<file path="src/rtl/seg7_scan_driver.sv">
// Time-multiplexed N-digit 7-segment driver: shadow nibble latch, prescaled scan, hex/decimal decode.
// Optional leading-zero blanking is enabled by defining SEG7_LZB_EN.
module seg7_scan_driver #(
    parameter int unsigned N_DIGITS   = 4,
    parameter int unsigned SCAN_DIV   = 1000,
    parameter int unsigned ACTIVE_LOW = 0
) (
    input  logic                    clock,
    input  logic                    reset,
    input  logic                    enable,
    input  logic                    load,
    input  logic [4*N_DIGITS-1:0]   value,
    input  logic                    hex_mode,
    output logic [6:0]              seg,
    output logic [N_DIGITS-1:0]     an,
    output logic                    tick
);

    localparam int unsigned PW = (SCAN_DIV > 1) ? $clog2(SCAN_DIV) : 1;
    localparam int unsigned IW = (N_DIGITS > 1) ? $clog2(N_DIGITS) : 1;
    localparam logic [PW-1:0] PrescMax = PW'(SCAN_DIV - 1);
    localparam logic [IW-1:0] IdxMax   = IW'(N_DIGITS - 1);
    localparam logic [6:0]    SegOff   = (ACTIVE_LOW != 0) ? 7'h7F : 7'h00;
    localparam logic [N_DIGITS-1:0] AnOff = (ACTIVE_LOW != 0) ? '1 : '0;

    logic [4*N_DIGITS-1:0] shadow_q, shadow_d;
    logic [PW-1:0]         presc_q, presc_d;
    logic [IW-1:0]         idx_q, idx_d;
    logic [6:0]            seg_q, seg_d;
    logic [N_DIGITS-1:0]   an_q, an_d;
    logic                  tick_q, tick_d;

    logic                  advance;
    logic                  blank;
    logic [3:0]            nibble;
    logic [6:0]            seg_l;
    logic [N_DIGITS-1:0]   an_l;

    function automatic logic [6:0] decode(input logic [3:0] nib, input logic hex);
        logic [6:0] s;
        case (nib)
            4'h0: s = 7'h3F;
            4'h1: s = 7'h06;
            4'h2: s = 7'h5B;
            4'h3: s = 7'h4F;
            4'h4: s = 7'h66;
            4'h5: s = 7'h6D;
            4'h6: s = 7'h7D;
            4'h7: s = 7'h07;
            4'h8: s = 7'h7F;
            4'h9: s = 7'h6F;
            4'hA: s = 7'h77;
            4'hB: s = 7'h7C;
            4'hC: s = 7'h39;
            4'hD: s = 7'h5E;
            4'hE: s = 7'h79;
            default: s = 7'h71;
        endcase
        // Decimal mode shows the error dash for non-BCD nibbles.
        if (!hex && (nib > 4'h9)) begin
            s = 7'h40;
        end
        return s;
    endfunction

    always_comb begin
        shadow_d = load ? value : shadow_q;
        presc_d  = presc_q;
        idx_d    = idx_q;
        tick_d   = 1'b0;
        advance  = (presc_q == PrescMax);

        if (enable) begin
            if (advance) begin
                presc_d = '0;
                idx_d   = (idx_q == IdxMax) ? '0 : idx_q + 1'b1;
                tick_d  = 1'b1;
            end else begin
                presc_d = presc_q + 1'b1;
            end
        end

        nibble = shadow_q[{idx_q, 2'b00} +: 4];
        blank  = 1'b0;
`ifdef SEG7_LZB_EN
        // Blank when this digit and every more-significant digit is zero; digit 0 always shows.
        if (idx_q != '0) begin
            blank = ((shadow_q >> {idx_q, 2'b00}) == '0);
        end
`else
        blank = 1'b0;
`endif

        seg_l = 7'h00;
        an_l  = '0;
        if (enable) begin
            seg_l = blank ? 7'h00 : decode(nibble, hex_mode);
            for (int unsigned i = 0; i < N_DIGITS; i++) begin
                an_l[i] = (idx_q == IW'(i));
            end
        end

        seg_d = (ACTIVE_LOW != 0) ? ~seg_l : seg_l;
        an_d  = (ACTIVE_LOW != 0) ? ~an_l : an_l;
    end

    always_ff @(posedge clock) begin
        if (reset) begin
            shadow_q <= '0;
            presc_q  <= '0;
            idx_q    <= '0;
            seg_q    <= SegOff;
            an_q     <= AnOff;
            tick_q   <= 1'b0;
        end else begin
            shadow_q <= shadow_d;
            presc_q  <= presc_d;
            idx_q    <= idx_d;
            seg_q    <= seg_d;
            an_q     <= an_d;
            tick_q   <= tick_d;
        end
    end

    assign seg  = seg_q;
    assign an   = an_q;
    assign tick = tick_q;

endmodule

</file>
<file path="config.mk">
export PLATFORM = sky130hd
export DESIGN_NAME = seg7_scan_driver
export DESIGN_NICKNAME = d
export VERILOG_FILES = /design/src/rtl/seg7_scan_driver.sv
export SDC_FILE = /design/constraint.sdc
export NUM_CORES = 1
export LEC_CHECK = 0
export CAP_MARGIN = 20
export CORE_UTILIZATION = 60
export DETAILED_ROUTE_END_ITERATION = 12
export DONT_BUFFER_PORTS = 1
export GPL_TIMING_DRIVEN = 0
export PLACE_DENSITY = 0.76
export SYNTH_ARGS = -nofsm -noshare
export SYNTH_HDL_FRONTEND = slang
export SYNTH_SLANG_ARGS = --single-unit
</file>
<file path="constraint.sdc">
create_clock -name clock -period 2.75 [get_ports clock]
set_input_delay 0.4125 -clock clock [delete_from_list [all_inputs] [get_ports clock]]
set_output_delay 0.4125 -clock clock [all_outputs]
set_load 0.02 [all_outputs]
</file>
==> results of run 1 <==
[area by class of cell]
| class | count | area [µm²] |
|---|---|---|
| multi-input cells | 145 | 1070 |
| fillers | 250 | 1030 |
| flip-flops and latches | 40 | 801 |
| well taps | 44 | 55.1 |
| plain buffers | 9 | 53.8 |
| clock buffers | 6 | 41.3 |
| inverters | 7 | 26.3 |
| clock inverters | 1 | 5.00 |
[logic make-up after synthesis]
logic type / count (synthesis) / synth area share
flip-flops: 40 / 0.411
buffers and inverters: 16 / 0.0410
multiplexers: 22 / 0.142
AO/OA/AOI/OAI: 19 / 0.0641
AND/OR/NAND/NOR: 80 / 0.211
adder cells (fa/ha/maj): 12 / 0.0770
XOR/XNOR: 12 / 0.0539
[power groups by stage]
stage	combinational, mW	sequential [mW]	clock (mW)
5_1_grt	0.124	0.634	0.302
3_3_place_gp	0.105	0.642	0
3_5_place_dp	0.112	0.644	0
6_report	0.113	0.631	0.264
2_1_floorplan	0.0926	0.639	0
4_1_cts	0.112	0.631	0.278
[worst max-delay path: cells and delay by family (launching register included)]
| family | cells | cell delay [ps] |
|---|---|---|
| fa+ha+maj | 1 | 350 |
| mux | 1 | 680 |
| simple gates | 2 | 410 |
| flops | 1 | 440 |
| buf+inv | 1 | 170 |
| compound gates | 2 | 370 |
[state kept, by name (all words and copies together), names as in the netlist]
name / flops
an: 4
idx_q: 2
presc_q: 10
seg: 7
shadow_q: 16
tick: 1
[worst paths after layout]
kind,depth (start not counted),slack (ps),end,start
setup reg to reg,7,270,seg[0]$_SDFF_PP0_,idx_q[0]$_SDFFE_PP0P_
setup / recovery,7,270,seg[0]$_SDFF_PP0_,idx_q[0]$_SDFFE_PP0P_
hold / removal,1,130,idx_q[1]$_SDFFE_PP0P_,reset
hold reg to reg,2,520,shadow_q[1]$_SDFFE_PP0P_,shadow_q[1]$_SDFFE_PP0P_
[cell usage in the layout, fill, tap and decap left out, types with 4 or more instances in the layout]
master	count
and2_1	5
inv_1	7
xnor2_1	6
clkbuf_4	5
xor2_1	6
nor2_1	33
nand4_1	4
dfxtp_1	40
nor4b_1	4
mux2i_1	18
ha_1	12
nor2b_1	4
a21oi_1	7
clkbuf_1	5
nand2_1	14
[per-layer routing]
metal	GRT usage	routed length [µm]	vias up
met5	0	0	-
met4	0.0646	39	0
met3	0.0677	166	5
met2	0.394	1790	43
met1	0.283	1620	665
li1	-	-	697
==> results.yml, run 1 <==
status:
  status: "completed"
clock_tree:
  postCtsSetupRepairBufs: 0
  cts_resized: 0
  clk_latency_ps: 330
  clock_path_buffers: 2
  cts_tree: "done"
  root_buffer: "clkbuf_4"
  path_clk_slew_ps: 110
  cts_inserted_buffers: 5
  ctsHtreeMaxLevel: 2
  cts.sinks: 40
  hold_buffers: 0
placed_design:
  dp_hpwl_um: 2790
  dpl-instance-area_mm2: 0.00201
  place_inst: 245
  port_buffers: 0
  dp_slack_ps: 307
  gp_routability_congestion: 0.872
yosys:
  ys_seq_elements: 40
  synthesis.nets: 234
  ys.flop_type: "dfxtp_1"
  ys_types: 39
  synth_common_cells: "40 x dfxtp_1, 33 x nor2_1, 18 x mux2i_1, 14 x nand2_1, 12 x ha_1"
  syn_area_per_cell_um2: 9.70
  yosys_warnings: 0
  syn_inst: 201
  synth_seq_area_share: 0.411
  synth_area_mm2: 0.00195
  synth_largest_area_cell: "dfxtp_1"
  synth.most_common_cell: "dfxtp_1"
  synth-async-reset-ratio: 0
  yosys-top-cells-area: "dfxtp_1 41%, mux2i_1 9.2%, ha_1 7.7%, nor2_1 6.4%, mux4_1 2.7%"
  synth.top_cell.area_share: 0.411
  synth_edf_count: 0
floorplan:
  core.rowCount: 20
  core_area_mm2: 0.00308
  dieHeight_um: 59.0
  start_util: 0.634
  pin_count: 33
  die_area_mm2: 0.00348
  die_w_um: 59.0
setup_path:
  cp-end-kind: "register"
  critPathMaxFanout: 10
  cp_cell_sequence: "buf_6, mux4_1, ha_1, nor4b_1, nor3_1, a22o_1, a21oi_1"
  cp.required_ps: 3020
  slowest_stage: "mux4_1"
  critPathKind: "register to register"
  cp.arrival_ps: 2750
  startpoint_type: "register"
  cpPeakStageDelay_ps: 680
route:
  vias: 1410
  dr.pass1.iters: 4
  drc: 0
  drt_iter0_markers: 56
  wl_um: 3620
  ant_nets: 0
  wl_per_cell_um: 14.4
  via_per_inst: 5.60
power:
  vdd_ir_drop_max_uv: 319
  pwr-share-seq: 0.626
  p_comb_frac: 0.112
  powerDensity_mw_per_mm2: 491
  leakage_nw: 0.841
  switchingPower_mw: 0.258
  power_mw: 1.01
  pwr-share-clk: 0.262
  p_int_mw: 0.750
  switching_share: 0.256
layout:
  fin_area_mm2: 0.00205
  fin_util: 0.667
  fin_cells: 252
  finalNetCount: 241
  area_growth_pct: 5.20
  antennaDiodeCount: 0
  drive_gt1_frac: 0.0817
timing:
  skew_ps: 4.71
  hold_viol_final: 0
  period_needed_ps: 2480
  worst_slew_pin_slew_ps: 454
  worst_hold_slack_ps: 132
  setup_violations: 0
  worst_slack_ps: 268
  slew_viol_final: 0
  fmax_mhz: 403
  slew_headroom: 0.697
  tns_ps: 0
  rsz0062_at_grt: "no"
  finalCritPeriodShare: 0.903
grt:
  grt_max_degree: 12
  antenna_found_initial: 0
  grt_pass1_vias: 1349
  overflow: 0
  grt_pass1_wl_um: 6010
  track_usage: 0.231
job:
  maxCapViolCount: 0
min_path:
  worst_hold_path_type: "input pin to register"
(Power assumes the default switching activity.)
==> inputs of run 2 (changes only) <==
--- a/config.mk
+++ b/config.mk
@@ -5,12 +5,15 @@
 export SDC_FILE = /design/constraint.sdc
 export NUM_CORES = 1
 export LEC_CHECK = 0
+export ABC_AREA = 1
 export CAP_MARGIN = 20
+export CORE_MARGIN = 3
 export CORE_UTILIZATION = 60
 export DETAILED_ROUTE_END_ITERATION = 12
 export DONT_BUFFER_PORTS = 1
 export GPL_TIMING_DRIVEN = 0
 export PLACE_DENSITY = 0.76
+export SLEW_MARGIN = 20
 export SYNTH_ARGS = -nofsm -noshare
 export SYNTH_HDL_FRONTEND = slang
 export SYNTH_SLANG_ARGS = --single-unit
==> run 2 against run 1 <==
Non-clock buffer count decreased by 4. Highest routed layer unchanged. Clock-buffer cell count unchanged. Utilization up 0.93 points. Via count rose by 7.9%. Area after synthesis barely moved. Combinational power increased by 4%. Global-route usage decreased by 3.6 points. Fmax grew 14%. Clock skew increased by 9.3 ps.
==> results.yml, run 2 <==
status:
  status: "completed"
power:
  powerDensity_mw_per_mm2: 537
  vdd_ir_drop_max_uv: 374
  leakage_nw: 0.896
yosys:
  ys_types: 29
  synth_seq_area_share: 0.411
  synth.top_cell.area_share: 0.411
  synth-async-reset-ratio: 0
  synth.most_common_cell: "nor2_1"
  ys_seq_elements: 40
  syn_inst: 252
  yosys_warnings: 0
  synth_common_cells: "49 x nor2_1, 45 x nand2_1, 40 x dfxtp_1, 19 x inv_1"
  synthesis.nets: 285
  syn_area_per_cell_um2: 7.74
  synth_edf_count: 0
  synth_area_mm2: 0.00195
  yosys-top-cells-area: "dfxtp_1 41%, nor2_1 9.4%, nand2_1 8.7%, ha_1 7.7%, inv_1 3.7%"
  synth_largest_area_cell: "dfxtp_1"
  ys.flop_type: "dfxtp_1"
timing:
  slew_viol_final: 0
  finalCritPeriodShare: 0.790
  fmax_mhz: 460
  worst_slew_pin_slew_ps: 483
  setup_violations: 0
  period_needed_ps: 2170
  tns_ps: 0
  worst_hold_slack_ps: 117
  slew_headroom: 0.678
  hold_viol_final: 0
  rsz0062_at_grt: "no"
  skew_ps: 14.0
layout:
  fin_area_mm2: 0.00208
  final_common_cell: "nor2_1"
  antennaDiodeCount: 0
  fin_cells: 304
  fin_util: 0.676
  largest_reg_flops: 16
  area_growth_pct: 6.74
  layout_common_cells: "49 x nor2_1, 45 x nand2_1, 40 x dfxtp_1, 19 x inv_1"
  finalNetCount: 292
  drive_gt1_frac: 0.142
  regMostFlops: "shadow_q"
min_path:
  hold_depth: 1
  worst_hold_path_type: "input pin to register"
  hp-start: "reset"
  min_to: "presc_q[1]$_SDFFE_PP0P_"
route:
  wl_per_cell_um: 11.3
  dr.pass1.iters: 4
  wl_um: 3440
  via_per_inst: 5.00
  drc: 0
  vias: 1521
  drt_iter0_markers: 63
  ant_nets: 0
setup_path:
  timing.rr.end: "seg[5]$_SDFF_PP0_"
  r2r_cells: 9
  startpoint_type: "register"
  cp.arrival_ps: 2410
  crit-reg2reg-launch: "idx_q[1]$_SDFFE_PP0P_"
  critPathKind: "register to register"
  r2r_slack_ps: 580
  cp.required_ps: 2990
  cp-end-kind: "register"
  critPathMaxFanout: 8
floorplan:
  dieHeight_um: 63
  die_area_mm2: 0.00397
  pin_count: 33
  die_w_um: 63
  core.rowCount: 20
  core_area_mm2: 0.00308
  start_util: 0.633
grt:
  overflow: 0
  antenna_found_initial: 0
  grt_max_degree: 13
  track_usage: 0.194
  grt_pass1_wl_um: 6110
  grt_pass1_vias: 1426
clock_tree:
  path_clk_slew_ps: 110
  clk_latency_ps: 340
  root_buffer: "clkbuf_4"
  cts_inserted_buffers: 5
  cts_tree: "done"
  postCtsSetupRepairBufs: 0
  hold_buffers: 0
  cts.sinks: 40
  cts_resized: 0
  ctsHtreeMaxLevel: 2
  clock_path_buffers: 2
job:
  maxCapViolCount: 0
placed_design:
  dp_hpwl_um: 2570
  dpl-instance-area_mm2: 0.00200
  port_buffers: 0
  place_inst: 296
  gp_routability_congestion: 0.876
[run 2: cell type report]
class	instances	area (µm²)
Multi-Input combinational cell	181	1020
Fill cell	296	997
Sequential cell	40	801
Inverter	26	103
Tap cell	44	55.1
Clock buffer	6	41.3
Clock inverter	2	35.0
Buffer	5	26.3
[run 2: cells by family (layout without fill, tap and decap cells)]
family	after synthesis	in the layout	share of synthesized area
simple gates	128	128	0.323
fa+ha+maj	12	12	0.0770
buf+inv	31	39	0.0661
compound gates	36	36	0.101
flops	40	40	0.411
xor+xnor	5	5	0.0225
[run 2: worst max-delay path: stages (launching register included)]
cell and delay, ps:
dfxtp_1 510, inv_2 170, a32oi_1 420, inv_1 170, ha_1 240, or2_1 260
nand2_4 80, nand2_4 60, nand2_4 90, nor2_1 50
[run 2: worst max-delay path by stage]
stage / start / to / slack [ps] / cells past startpoint
detailed placement: idx_q[1]$_SDFFE_PP0P_ / seg[5]$_SDFF_PP0_ / 580 / 9
global placement: idx_q[1]$_SDFFE_PP0P_ / seg[4]$_SDFF_PP0_ / 620 / 9
finish: idx_q[1]$_SDFFE_PP0P_ / seg[5]$_SDFF_PP0_ / 580 / 9
floorplan: idx_q[0]$_SDFFE_PP0P_ / seg[4]$_SDFF_PP0_ / 880 / 11
CTS: idx_q[1]$_SDFFE_PP0P_ / seg[5]$_SDFF_PP0_ / 550 / 9
global route: idx_q[1]$_SDFFE_PP0P_ / seg[6]$_SDFF_PP0_ / 330 / 10
[run 2: per-stage QoR]
| step | total power [mW] | setup slack, ps |
|---|---|---|
| 3_5_place_dp | 0.760 | 584 |
| 2_1_floorplan | 0.737 | 883 |
| 4_1_cts | 1.13 | 547 |
| 5_1_grt | 1.18 | 325 |
| 3_3_place_gp | 0.757 | 617 |
| 6_report | 1.12 | 577 |
[run 2: report_power, final]
group          leakage, nW  switching [mW]  internal (mW)  total, mW
clock network       0.0422           0.179          0.191      0.370
logic                0.525          0.0762         0.0420      0.118
registers            0.328          0.0223          0.607      0.629
[run 2: layer usage]
metal	part of all wire	GRT usage	wire, µm
met1	0.50	0.254	1710
met5	0	0	0
met4	0.0093	0.0854	32
met2	0.44	0.306	1530
met3	0.051	0.0432	175
